==> src/rtl/io_input_conditioner.sv <==
// rtl/io_input_conditioner.sv - synchronize and debounce switch/button pins onto io_input_bus
module io_input_conditioner #(
    parameter int SWITCH_WIDTH      = 10,
    parameter int BUTTON_WIDTH      = 4,
    parameter int DEBOUNCE_CYCLES   = 500000,
    parameter int BUTTON_ACTIVE_LOW = 1
) (
    input  logic                                 clock,
    input  logic                                 reset,
    input  logic [SWITCH_WIDTH-1:0]              switches_raw,
    input  logic [BUTTON_WIDTH-1:0]              buttons_raw,
    output logic [SWITCH_WIDTH+BUTTON_WIDTH-1:0] io_input_bus,
    output logic [BUTTON_WIDTH-1:0]              button_pressed
);

    localparam int N  = SWITCH_WIDTH + BUTTON_WIDTH;
    localparam int CW = $clog2(DEBOUNCE_CYCLES + 1);
    localparam logic [CW-1:0] LAST = CW'(DEBOUNCE_CYCLES - 1);

    logic [BUTTON_WIDTH-1:0] buttons_in;
    logic [N-1:0]            in_bits;
    logic [N-1:0]            sync1;
    logic [N-1:0]            sync2;
    logic [N-1:0]            stable;
    logic [N-1:0]            accept;
    logic [CW-1:0]           count [N];
    logic [BUTTON_WIDTH-1:0] pressed;

    // Inversion happens ahead of the synchronizer so every later stage is active-high.
    assign buttons_in = (BUTTON_ACTIVE_LOW != 0) ? ~buttons_raw : buttons_raw;
    assign in_bits    = {buttons_in, switches_raw};

    always_comb begin
        accept = '0;
        for (int i = 0; i < N; i++) begin
            accept[i] = (sync2[i] != stable[i]) && (count[i] == LAST);
        end
    end

    always_ff @(posedge clock or negedge reset) begin
        if (!reset) begin
            sync1   <= '0;
            sync2   <= '0;
            stable  <= '0;
            pressed <= '0;
            for (int i = 0; i < N; i++) begin
                count[i] <= '0;
            end
        end else begin
            sync1 <= in_bits;
            sync2 <= sync1;
            for (int i = 0; i < N; i++) begin
                if (sync2[i] == stable[i]) begin
                    count[i] <= '0;
                end else if (accept[i]) begin
                    stable[i] <= sync2[i];
                    count[i]  <= '0;
                end else begin
                    count[i] <= count[i] + CW'(1);
                end
            end
            // Pulse only on an accepted rising transition of a button channel.
            pressed <= accept[N-1:SWITCH_WIDTH] & sync2[N-1:SWITCH_WIDTH];
        end
    end

    assign io_input_bus   = stable;
    assign button_pressed = pressed;

endmodule

==> config.mk <==
export PLATFORM = sky130hd
export DESIGN_NAME = io_input_conditioner
export DESIGN_NICKNAME = d
export VERILOG_FILES = /design/src/rtl/io_input_conditioner.sv
export SDC_FILE = /design/constraint.sdc
export NUM_CORES = 1
export LEC_CHECK = 0
export ABC_CLOCK_PERIOD_IN_PS = 2900
export BUFFER_PORTS_ARGS = -buffer_cell sky130_fd_sc_hd__buf_4
export CORE_MARGIN = 2
export CORE_UTILIZATION = 55
export DETAILED_ROUTE_END_ITERATION = 10
export HOLD_SLACK_MARGIN = 0.05
export PLACE_DENSITY = 0.71
export SYNTH_ARGS = -nofsm -noshare
export SYNTH_HDL_FRONTEND = slang
export SYNTH_SLANG_ARGS = --single-unit
export TNS_END_PERCENT = 30
==> constraint.sdc <==
create_clock -name clock -period 2.9 [get_ports clock]
set_clock_uncertainty 0.2 [all_clocks]
set_input_delay 0.29 -clock clock [delete_from_list [all_inputs] [get_ports clock]]
set_output_delay 0.29 -clock clock [all_outputs]
set_load 0.01 [all_outputs]
==> impl_metrics.csv <==
group,metric,value,unit
worst_setup_path,worstReg2RegStart,"count[144]",
worst_setup_path,reg2reg_slack,0.50,ns
clocking,cts_max_path_buffers,3,
logic_synthesis,synthArstFlopShare,100,%
run,maxCapViolCount,0,
routing,drtAntennaViolNets,0,
worst_setup_path,r2r-end,"count[143]",
clocking,insertion_delay,0.51,ns
routing,detail_route.wirelength,27200,um
power,ir_drop,0.000451,V
worst_setup_path,criticalPathCategory,"reg -> reg",
timing,finalMaxSlewViolations,0,
worst_setup_path,startpoint_type,"flop",
die,dieWidth,168,um
timing,max_slew_margin,58.4,%
routing,wl_per_cell,14.3,um
logic_synthesis,synth_area_per_cell,10.1,um2
clocking,cts_tree,"built",
logic_synthesis,synth_area,14800,um2
routing,vias,10700,
worst_setup_path,worstPathCellList,"or4_1 > or4_4 > o21ai_4 > nor2_1",
routing,first_iter_violations,629,
routing,firstDrtPassIters,5,
grt,antenna_found_initial,0,
final_layout,fill_cells,2132,
timing,tightest_slew,0.618,ns
logic_synthesis,synth_ff_type,"dfrtp_1",
worst_setup_path,critPathMaxStageDelay,0.56,ns
worst_setup_path,critPathMaxFanout,19,
min_path,hold_start,"sync1[11]",
final_layout,num_antenna_cells,0,
final_layout,multi_input_area,6670,um2
timing,period_share,82.7,%
clocking,path_clk_slew,0.06,ns
grt,grt_pass1_vias,10700,
timing,timing.fmax,417,MHz
min_path,hp-class,"reg -> reg",
die,io_pins,34,
place,dp_hpwl,17700,um
power,powerDensity,542,nW/um2
clocking,cts_buffers,35,
logic_synthesis,syn_nets,1501,
timing,hold_viol,0,
timing,layout_min_cycle_time,2.40,ns
routing,post-route-drc-count,0,
routing,viasPerCell,5.62,
worst_setup_path,worstPathRequired,3.08,ns
logic_synthesis,yosysSeqAreaShare,52.6,%
worst_setup_path,crit_start,"count[144]",
final_layout,area_growth,13.6,%
place,io_buffers,33,
grt,overflow,0,
outcome,status,"finished clean",
timing,setup_violations,0,
grt,grt_max_degree,117,
die,rows,60,
place,post-place-cells,1833,
clocking,htreeDepth,2,
worst_setup_path,cp-end-kind,"flop",
die,die_h,168,um
place,place.gp.congestion,0.844,
worst_setup_path,cp_slowest_cell,"or4_4",
final_layout,drive_gt1_share,10.4,%
die,initial_core_util,55.5,%
grt,track_usage,20.3,%
logic_synthesis,yosysUniqueCellTypes,47,
final_layout,final_nets,1575,
clocking,cts.sinks,312,
grt,grt_pass1_wl,49200,um
worst_setup_path,worstPathArrival,2.57,ns
logic_synthesis,synth_edf_count,0,
timing,tns,0,ns
min_path,hold_path_end,"sync2[11]",
clocking,root_buffer,"clkbuf_16",
final_layout,regArea,7810,um2
die,fp.coreArea,26700,um2
die,die_area,28300,um2
timing,rsz0062_at_grt,"no",
final_layout,finalNonFillerCells,1909,
logic_synthesis,synth_seq_cells,312,
power,p_leak,6.67,nW
min_path,hold_depth,0,
logic_synthesis,synthCells,1471,
logic_synthesis,ys_warn_count,0,
worst_setup_path,rr_worst_depth,4,
## power breakdown
part	switching (W)	total, W	internal, W
registers	0.0000652	0.00449	0.00442
logic	0.000197	0.000301	0.000104
clock network	0.00168	0.00434	0.00267
total	0.00194	0.00913	0.00719
## synthesized netlist by cell type (all sizes together) (14+ instances only)
master	instances	share of area, %
dfrtp	312	53
nor2	238	6.0
xnor2	144	8.5
nand3	91	3.1
nand2	76	1.9
nand4	64	2.9
a21oi	59	2.0
inv	58	1.5
nor4	50	2.1
xor2	49	2.9
or3	42	1.8
or4	42	2.3
nor3	41	1.4
o21ai	36	1.6
o31ai	25	1.4
clkbuf	17	0.44
ha	14	1.2
mux2	14	1.1
## flip-flops by register name, indices dropped and copies added (netlist names)
signal,flops
io_input_bus,14
sync2,14
sync1,14
button_pressed,4
count,266
## through the flow
stage	util, %	hold WS [ns]	instance area (um2)	power, W	worst slack [ns]
global placement	58.1	-0.106	15500	0.00485	0.555
finish	63.1	0.146	16900	0.00913	0.503
global route	63.1	0.153	16900	0.00951	0.392
floorplan	-	-0.206	14800	0.00470	0.666
CTS	63.1	0.148	16900	0.00928	0.484
detailed placement	58.1	-0.107	15500	0.00486	0.510
## cells by family (layout without fill, tap and decap cells)
family / count (synthesis) / after routing / synth area share [%]
multiplexers: 14 / 14 / 1.06
adder cells (fa/ha/maj): 14 / 14 / 1.18
AND/OR/NAND/NOR: 720 / 720 / 25.5
AO/OA/AOI/OAI: 132 / 132 / 5.78
flip-flops: 312 / 312 / 52.6
XOR/XNOR: 193 / 193 / 11.4
buffers and inverters: 86 / 183 / 2.45
## worst max path at each step
| stage | to | slack, ns | cells after the start |
|---|---|---|---|
| after CTS | count[143] | 0.48 | 4 |
| after detailed placement | count[143] | 0.51 | 4 |
| final | count[143] | 0.50 | 4 |
| after global placement | count[142] | 0.55 | 4 |
| after global routing | count[258] | 0.39 | 4 |
| after floorplan | io_input_bus[5] | 0.67 | 4 |
## routing by layer
metal / vias up / routed length, um / track usage (%)
met1: 5199 / 12800 / 27.9
met2: 139 / 13100 / 33.6
met3: 46 / 800 / 3.08
met5: - / 0 / 0
met4: 0 / 541 / 5.77
li1: 5341 / - / -
## repair_timing
action,4_1_cts,5_1_grt
setup buffers,0,0
hold buffers,16,0
hold endpoints to repair,326,0
resized for setup,0,0
## layout by cell type (no fill, tap or decap), types with 4 or more instances in the layout
cell type / Yosys / layout
xor2_1: 49 / 49
nor2_1: 238 / 238
nand3_1: 89 / 89
or3_1: 40 / 40
dfrtp_1: 312 / 312
buf_4: 3 / 45
o21ai_4: 5 / 5
and2_1: 7 / 7
dlygate4sd3_1: 0 / 16
nor4_1: 50 / 50
clkbuf_1: 16 / 6
xnor2_1: 144 / 144
clkbuf_16: 0 / 37
nor3b_1: 7 / 7
or4_1: 37 / 37
or4b_2: 4 / 4
nor3_1: 41 / 41
and3_1: 12 / 12
o21ai_1: 4 / 4
a21oi_1: 59 / 59
o31ai_1: 22 / 21
ha_1: 14 / 14
o41ai_1: 7 / 7
nand4_2: 5 / 5
o21ai_0: 27 / 27
or2_2: 11 / 11
nand2_1: 76 / 76
inv_1: 58 / 58
a31o_2: 4 / 4
mux2_2: 14 / 14
or4b_1: 6 / 6
nor4b_1: 6 / 6
nand3b_1: 7 / 7
or4_4: 5 / 5
clkbuf_8: 0 / 10
and4_1: 7 / 7
nand4_1: 59 / 59
## worst max-delay path, delay by kind of cell, from the launching register on
family,cells,cell delay (ns)
AO/OA/AOI/OAI,1,0.42
flip-flops,1,0.43
AND/OR/NAND/NOR,3,1.21
## layout make-up
type                            count  share of cell area [%]
Sequential cell                   312                    46.3
Multi-Input combinational cell   1073                    39.6
Clock buffer                       53                    6.44
Timing Repair Buffer               65                    3.40
Tap cell                          341                    2.53
Inverter                           58                    1.29
Clock inverter                      7                   0.408
Note: power is estimated with default switching activity, not from simulation.
